===== src/rtl/id_hazard_controller.sv =====
// Decode-stage hazard controller: load-use and branch-operand stall detection,
// pipeline enables/flush, immediate-extension select, post-reset hold and stall statistics.
//
// Ports:
//   Clk, Reset (async, active-low)
//   IFID_Instr      instruction in ID
//   IDEX_MemRead, IDEX_RegWrite, IDEX_WriteReg   EX-stage producer info
//   EXMEM_MemRead, EXMEM_WriteReg                MEM-stage producer info
//   BranchTaken, Jump                            ID redirect requests
//   PCWrite, IFIDWrite, IDEX_Bubble, IFID_Flush  pipeline control
//   ExtMode         00 sign, 01 zero, 10 imm<<16
//   StallCount      saturating stall-cycle total
//   HazardErr       sticky too-many-consecutive-stalls flag
module id_hazard_controller #(
    parameter int RESET_HOLD = 4,
    parameter int MAX_STALL  = 3
) (
    input  logic        Clk,
    input  logic        Reset,
    input  logic [31:0] IFID_Instr,
    input  logic        IDEX_MemRead,
    input  logic        IDEX_RegWrite,
    input  logic [4:0]  IDEX_WriteReg,
    input  logic        EXMEM_MemRead,
    input  logic [4:0]  EXMEM_WriteReg,
    input  logic        BranchTaken,
    input  logic        Jump,
    output logic        PCWrite,
    output logic        IFIDWrite,
    output logic        IDEX_Bubble,
    output logic        IFID_Flush,
    output logic [1:0]  ExtMode,
    output logic [15:0] StallCount,
    output logic        HazardErr
);

    typedef enum logic [1:0] {
        INIT  = 2'd0,
        RUN   = 2'd1,
        STALL = 2'd2
    } state_t;

    localparam logic [15:0] ERR_AT = 16'(MAX_STALL + 1);

    state_t      r_state;
    state_t      w_next;
    logic [3:0]  r_hold;
    logic [15:0] r_stall_cnt;
    logic [15:0] r_consec;
    logic        r_err;

    logic [5:0]  w_op;
    logic [4:0]  w_rs;
    logic [4:0]  w_rt;
    logic        w_uses_rs;
    logic        w_uses_rt;
    logic        w_is_branch;
    logic        w_match_ex;
    logic        w_match_mem;
    logic        w_load_use;
    logic        w_br_haz;
    logic        w_stall;
    logic        w_active;
    logic        w_unused;

    assign w_op = IFID_Instr[31:26];
    assign w_rs = IFID_Instr[25:21];
    assign w_rt = IFID_Instr[20:16];

    // Immediate and funct fields are consumed elsewhere in ID.
    assign w_unused = ^IFID_Instr[15:0];

    assign w_uses_rs = !(w_op inside {6'h02, 6'h03, 6'h0F});
    assign w_uses_rt = (w_op inside {6'h00, 6'h04, 6'h05,
                                     6'h28, 6'h29, 6'h2B});
    assign w_is_branch = (w_op inside {6'h01, 6'h04, 6'h05,
                                       6'h06, 6'h07});

    // $0 is hardwired, so a write to it can never create a dependency.
    assign w_match_ex = (IDEX_WriteReg != 5'd0) &&
                        ((w_uses_rs && IDEX_WriteReg == w_rs) ||
                         (w_uses_rt && IDEX_WriteReg == w_rt));
    assign w_match_mem = (EXMEM_WriteReg != 5'd0) &&
                         ((w_uses_rs && EXMEM_WriteReg == w_rs) ||
                          (w_uses_rt && EXMEM_WriteReg == w_rt));

    assign w_load_use = IDEX_MemRead && w_match_ex;

    // Branches compare in ID, so any in-flight producer not yet
    // forwardable to ID (ALU op in EX, load in MEM) must be waited out.
    assign w_br_haz = w_is_branch &&
                      ((IDEX_RegWrite && w_match_ex) ||
                       (EXMEM_MemRead && w_match_mem));

    assign w_stall  = w_load_use || w_br_haz;
    assign w_active = (r_state != INIT);

    always_comb begin
        w_next      = r_state;
        PCWrite     = 1'b0;
        IFIDWrite   = 1'b0;
        IDEX_Bubble = 1'b1;
        IFID_Flush  = 1'b1;
        ExtMode     = 2'b00;
        unique case (r_state)
            INIT: begin
                if (r_hold == 4'd1) begin
                    w_next = RUN;
                end
            end
            RUN, STALL: begin
                unique case (1'b1)
                    (w_op inside {6'h0C, 6'h0D, 6'h0E}): ExtMode = 2'b01;
                    (w_op == 6'h0F):                      ExtMode = 2'b10;
                    default:                              ExtMode = 2'b00;
                endcase
                // A stall overrides redirects: the branch operands are stale.
                if (w_stall) begin
                    IFID_Flush = 1'b0;
                    w_next     = STALL;
                end else begin
                    PCWrite     = 1'b1;
                    IFIDWrite   = 1'b1;
                    IDEX_Bubble = 1'b0;
                    IFID_Flush  = BranchTaken || Jump;
                    w_next      = RUN;
                end
            end
            default: begin
                w_next = INIT;
            end
        endcase
    end

    always_ff @(posedge Clk or negedge Reset) begin
        if (!Reset) begin
            r_state     <= INIT;
            r_hold      <= 4'(RESET_HOLD);
            r_stall_cnt <= 16'd0;
            r_consec    <= 16'd0;
            r_err       <= 1'b0;
        end else begin
            r_state <= w_next;
            if (!w_active) begin
                r_hold <= r_hold - 4'd1;
            end else if (w_stall) begin
                if (r_stall_cnt != 16'hFFFF) begin
                    r_stall_cnt <= r_stall_cnt + 16'd1;
                end
                // Saturate once the error threshold is reached.
                if (r_consec < ERR_AT) begin
                    r_consec <= r_consec + 16'd1;
                end
                if (r_consec + 16'd1 >= ERR_AT) begin
                    r_err <= 1'b1;
                end
            end else begin
                r_consec <= 16'd0;
            end
        end
    end

    assign StallCount = r_stall_cnt;
    assign HazardErr  = r_err;

endmodule


===== config.mk =====
export PLATFORM = sky130hd
export DESIGN_NAME = id_hazard_controller
export DESIGN_NICKNAME = d
export VERILOG_FILES = /design/src/rtl/id_hazard_controller.sv
export SDC_FILE = /design/constraint.sdc
export NUM_CORES = 1
export LEC_CHECK = 0
export BUFFER_PORTS_ARGS = -buffer_cell sky130_fd_sc_hd__clkbuf_2
export CORE_ASPECT_RATIO = 1.75
export CORE_MARGIN = 5
export CORE_UTILIZATION = 46
export CTS_CLUSTER_SIZE = 30
export DETAILED_ROUTE_END_ITERATION = 8
export PLACE_DENSITY = 0.76
export RECOVER_POWER = 25
export SLEW_MARGIN = 20
export SYNTH_ARGS = -nofsm -noshare
export SYNTH_HDL_FRONTEND = slang
export SYNTH_SLANG_ARGS = --single-unit

===== constraint.sdc =====
create_clock -name Clk -period 2 [get_ports Clk]
set_input_delay 0.1 -clock Clk [delete_from_list [all_inputs] [get_ports Clk]]
set_output_delay 0.1 -clock Clk [all_outputs]
set_load 0.005 [all_outputs]

-- After elaboration in Yosys (flattened, before gate mapping)
Cells that the tools add are included.
- register bits after elaboration: 39
- input port bits: 49
- output and inout port bits: 23
- logic and storage cells: 76
- $add $sub $neg: 3
- magnitude comparators: 2
- eq/ne operators: 24
- multiplexer cells: 13
- reductions and logical operators: 29
- operator list (operator ; number):
    $add 16x1->16 const B ; 2
    $mux 16 ; 2
    $eq 6x3->1 const B ; 4
    $eq 6x4->1 const B ; 4
    $eq 5x5->1 ; 4
    $eq 6x6->1 const B ; 3
    $ge 16x3->1 const B ; 1
    $lt 16x3->1 const B ; 1
    $ne 16x16->1 const B ; 1
    $reduce_bool 5->1 ; 3
    $eq 6x2->1 const B ; 2
    $logic_and 1x1->1 ; 10
    $pmux 2 s2 ; 2
    $eq 6x1->1 const B ; 1
    $logic_not 6->1 ; 1
    $mux 1 ; 6
    $mux 2 ; 3
    $reduce_and 3->1 ; 2
    $reduce_bool 3->1 ; 2
    $reduce_bool 6->1 ; 1
    $logic_or 1x1->1 ; 5
    $eq 4x1->1 const B ; 1
    $sub 4x1->4 const B ; 1
    $eq 2x1->1 const B ; 1
    other kinds (8) ; 8

-- Depth between registers and ports, before layout
- depth after elaboration: 12
- mapped depth: 8
- gate-level depth less buffers: 8

-- Worst setup path after synthesis
OpenSTA, ideal clock, no wires.
- path type: register to register
- start point: register r_stall_cnt[0] (netlist: StallCount[0])
- end point: register r_stall_cnt[13] (netlist: StallCount[13])
- setup time: 0.125 ns
- arrival: 1.815 ns
- required time: 1.875 ns
- setup slack: 0.060 ns
- cell stages (with the launch flop): 9
- path buffers: 1
- clock period less this slack: 1.940 ns
- cell sequence: dfrtp_1 -> ha_1 -> and4_2 -> nand4_1 -> nor2_1 -> o32ai_4 -> buf_6 -> nand4_1 -> xnor2_1
- longest elaborated chain between the ends: 2
- elaborated cells on any way between the ends: 3
- classes of those cells: add/sub (1); eq/ne (1); reduce/logical (1)
- RTL lines (element ; RTL line ; RTL):
    start: declaration ; 48 ; logic [15:0] r_stall_cnt;
    start signal: assignment ; 148 ; r_stall_cnt <= r_stall_cnt + 16'd1;
    branches (longest 2 deep; another with $add 16x1->16) ; n/a ;
Parallel ways; which one is timed is not known.
A chain may end at the register's enable or synchronous reset.

-- Final worst setup path
- start point: input EXMEM_WriteReg[1]
- end point: output IFID_Flush
- longest elaborated chain between the ends: 10
- elaborated cells on any way between the ends: 13
- classes of those cells: eq/ne (2); mux (2); reduce/logical (9)
- RTL lines (element ; RTL line ; RTL):
    start: declaration ; 25 ; input logic [4:0] EXMEM_WriteReg,
    $eq 5x5->1 (on tied branches) ; 84, 85 ;
    $logic_and 1x1->1 (on tied branches) ; 84, 85 ;
    $logic_or 1x1->1 ; 84 ; ((w_uses_rs && EXMEM_WriteReg == w_rs) ||
    $logic_and 1x1->1 * ; 83 ; assign w_match_mem = (EXMEM_WriteReg != 5'd0) &&
    $logic_and 1x1->1 * ; 93 ; (EXMEM_MemRead && w_match_mem));
    $logic_or 1x1->1 * ; 92 ; ((IDEX_RegWrite && w_match_ex) ||
    $logic_and 1x1->1 * ; 91 ; assign w_br_haz = w_is_branch &&
    $logic_or 1x1->1 * ; 95 ; assign w_stall = w_load_use || w_br_haz;
    $mux 1 * ; 118 ; if (w_stall) begin
    $mux 1 * ; 105 ; unique case (r_state)
    end: declaration ; 31 ; output logic IFID_Flush,
Mark *: on every way between the ends. The rest lies on a longest branch, timed or not.

==> results by group <==
Run status
  • Status: complete, no violations

Worst setup path
  • Data required time of the worst path: 1.90 ns
  • Startpoint type of the worst setup path: input pin
  • Largest stage delay on the critical path: between 0.5 and 0.6 ns
  • Type of the worst setup path: in2out
  • Cells along the critical path: clkbuf_2, or4_1, o21ai_2, nor2_1, a22oi_2, o21ai_2, buf_4, o21ai_0, clkbuf_2
  • Critical Path AT: 1.84 ns
  • Endpoint type of the worst setup path: primary output
  • Worst-path fanout max: 3
  • Slowest cell on crit path: sky130_fd_sc_hd__or4_1

Drt
  • Detailed router's first-iteration violation count: 75
  • Vias after detailed routing: 2093
  • Routed vias/inst: 5.44
  • Routed wire length: 5630 µm
  • WL per Instance: 14.6 µm
  • Final routed DRC violation total: 0
  • Iteration count of the initial detailed-routing pass: 4
  • Number of nets with antenna violations after routing: 0

Power and ir drop
  • Sw Ratio: 0.336
  • Part of the total power dissipated in sequential elements: 0.440
  • Worst VDD drop: 573 µV
  • Portion of total power attributed to the clock network: 0.251
  • Total internal power: 1.40 mW
  • Portion of total power attributed to combinational logic: 0.309
  • Switching power total: 0.708 mW
  • Leakage power of the design: between 1 and 1.5 nW
  • Final Total Pwr: about 2.1 mW
  • Power per unit of standard cell area: 697 nW/µm²

Global route
  • Wire length of the first global-routing pass: 9650 µm
  • Largest net degree at the start of global routing: 40
  • Total overflow reported by the global router: 0
  • All-Layer GR Usage: 0.178
  • Via count of the first global-routing pass: around 2.1k
  • Initial antenna violation count: 0

Timing
  • Slew Limit Fails: 0
  • Setup TNS: 0 ns
  • Worst slew slack as a fraction of its limit: 0.361
  • Fmax: 0.516 GHz
  • Number of setup violations in the final report: 0
  • Setup repair after global routing missed its margin: true
  • Worst Max-Slew Pin Slew: around 0.96 ns
  • Hold slack: 0.478 ns
  • Ratio of final minimum period to clock period: 0.969
  • Tmin final: 1.94 ns
  • Final hold violation count: 0
  • Post-Route Skew: 0.00666 ns

Logic synthesis
  • Multiplexer share of the synthesized area: 0.0144
  • Netlist area before placement: 2340 µm²
  • Asr flop ratio synth: 1.00
  • Sequential area share after synthesis: 0.418
  • Register bit total from synthesis: 39
  • Dominant combinational cell family by area after synthesis: simple AND/OR/NAND/NOR gates
  • Compound-cell area share of the yosys netlist: 0.111
  • Warnings, synthesis: 0
  • Gate count of the mapped netlist: 241
  • Library cells used by synthesis: between 40 and 50
  • Synth Flop Type: sky130_fd_sc_hd__dfrtp_1
  • Post-synthesis share of cell area spent on xor and xnor gates: 0.146
  • Post-synth EDFFs: 0
  • Synth Net Count: 296
  • Avg Cell Area, Syn: 9.70 µm²
  • Synth Area in Simple Gates: 0.243
  • Post-synthesis share of cell area spent on full adders, half adders and majority gates: 0.0321

Floorplan
  • Overall die width: 63.9 µm
  • Die area: 6670 µm²
  • Number of top-level design ports: 72
  • Y dimension of the die: 104 µm
  • Starting density of the core: 0.470
  • Core region area: approximately 5000 µm²
  • Core Rows: 34

Cells and area
  • Final standard cell area without fillers: ~3000 µm²
  • Diodes inserted: 0
  • Syn-to-layout area delta: 29.3%
  • Final net count: 385
  • Share of layout cells above drive strength 1: 0.344
  • Filler-free cell count of the finished design: 385

Clocking
  • CTS Root Cell: sky130_fd_sc_hd__clkbuf_8
  • Total CTS buffers: 5
  • Clock latency of the later-clocked register in the worst-skew pair: 0.29 ns
  • Clk pin slew, worst setup/hold paths: 0.08 ns
  • Clock Path Buffers: 2
  • Clk sink count: 39
  • Clock tree from TritonCTS: yes
  • Number of H-tree levels: 2

Place
  • Post-DP Area: 2850 µm²
  • Inst Count DP: 372
  • Half-perimeter wire length after detailed placement: 4390 µm
  • Number of buffer cells added on primary ports: 55
  • Placer's final routability congestion estimate: approximately 0.87

Flow run
  • Maximum capacitance violations: 0

Hold path
  • Type of the tightest min-delay check: in2reg
metal layers:
metal / global-route usage / wire (µm) / vias to the layer above / part of all wire
li1: - / - / 1025 / -
met2: 0.312 / 3060 / 62 / 0.54
met1: 0.194 / 2130 / 993 / 0.38
met4: 0.0951 / 193 / 0 / 0.034
met5: 0 / 0 / - / 0
met3: 0.0346 / 236 / 13 / 0.042
layout by cell type, fill, tap and decap left out, drive strengths merged, types with 12 or more instances in the layout:
cell type / netlist / routed
nor2b: 14 / 14
xnor2: 28 / 28
buf: 4 / 28
nand3: 13 / 13
clkbuf: 0 / 63
dfrtp: 38 / 38
nor2: 17 / 17
inv: 12 / 12
nand2: 21 / 21
metrics by stage:
step / setup slack [ns] / util
floorplan: 0.0596 / -
global placement: 0.0402 / 0.573
detailed placement: -0.0192 / 0.573
CTS: 0.0281 / 0.592
global route: -0.0400 / 0.608
finish: 0.0623 / 0.608
worst max-delay path: cells and delay by family:
kind	cells	cell delay, ns
simple gates	2	0.59
buf+inv	3	0.38
compound gates	4	0.76
power groups by stage:
stage | logic (mW) | clock network [mW] | registers, mW
3_3_place_gp | 0.613 | 0 | 0.937
2_1_floorplan | 0.408 | 0 | 0.933
6_report | 0.651 | 0.529 | 0.926
5_1_grt | 0.745 | 0.585 | 0.939
4_1_cts | 0.645 | 0.538 | 0.926
3_5_place_dp | 0.644 | 0 | 0.939
state kept, by name, indices dropped and copies added, names as in the netlist:
signal and cells:
HazardErr 1, StallCount 16, r_consec 16, r_state 2, r_hold 4
cells by family (layout without fill, tap and decap cells):
group,after synthesis,count (layout)
AO/OA/AOI/OAI,32,32
XOR/XNOR,39,39
adder cells (fa/ha/maj),6,6
buffers and inverters,16,106
flip-flops,39,39
multiplexers,3,3
AND/OR/NAND/NOR,106,106
synthesized netlist by cell type (all sizes together) (3+ instances only):
library cell	n	area, µm²
nand4	11	68.8
nand3	13	65.1
buf	4	37.5
nor2	17	63.8
or4	3	22.5
dfrtp	38	951
xnor2	28	245
ha	6	75.1
inv	12	45.0
nor3	11	65.1
and3	4	25.0
nand2	21	78.8
mux2	3	33.8
a31oi	3	18.8
o21ai	7	42.5
xor2	11	96.3
nor4	6	43.8
a21oi	8	51.3
nor2b	14	87.6
final timing paths:
check	from	end	slack, ns	cells past startpoint
worst min-delay path	IDEX_MemRead	r_consec[2]	0.48	5
worst min register to register	r_hold[3]	r_hold[3]	0.49	1
max in group asynchronous	Reset	r_consec[11]	0.84	3
worst max-delay path	EXMEM_WriteReg[1]	IFID_Flush	0.06	9
worst max register to register	StallCount[3]	StallCount[1]	0.07	7
min in group asynchronous	Reset	r_hold[1]	0.57	3
layout make-up:
cell class / count / area, µm²
Clock buffer: 6 / 72.6
Sequential cell: 39 / 977
Tap cell: 54 / 67.6
Timing Repair Buffer: 86 / 538
Inverter: 12 / 45.0
Clock inverter: 2 / 12.5
Multi-Input combinational cell: 186 / 1310
Fill cell: 437 / 1950
repair_timing:
action,4_1_cts,5_1_grt
setup endpoints to repair,0,12
hold endpoints to repair,38,0
resized for setup,0,8
hold buffers,1,0
buffers inserted,0,3
Note: power is estimated with default switching activity, not from simulation.
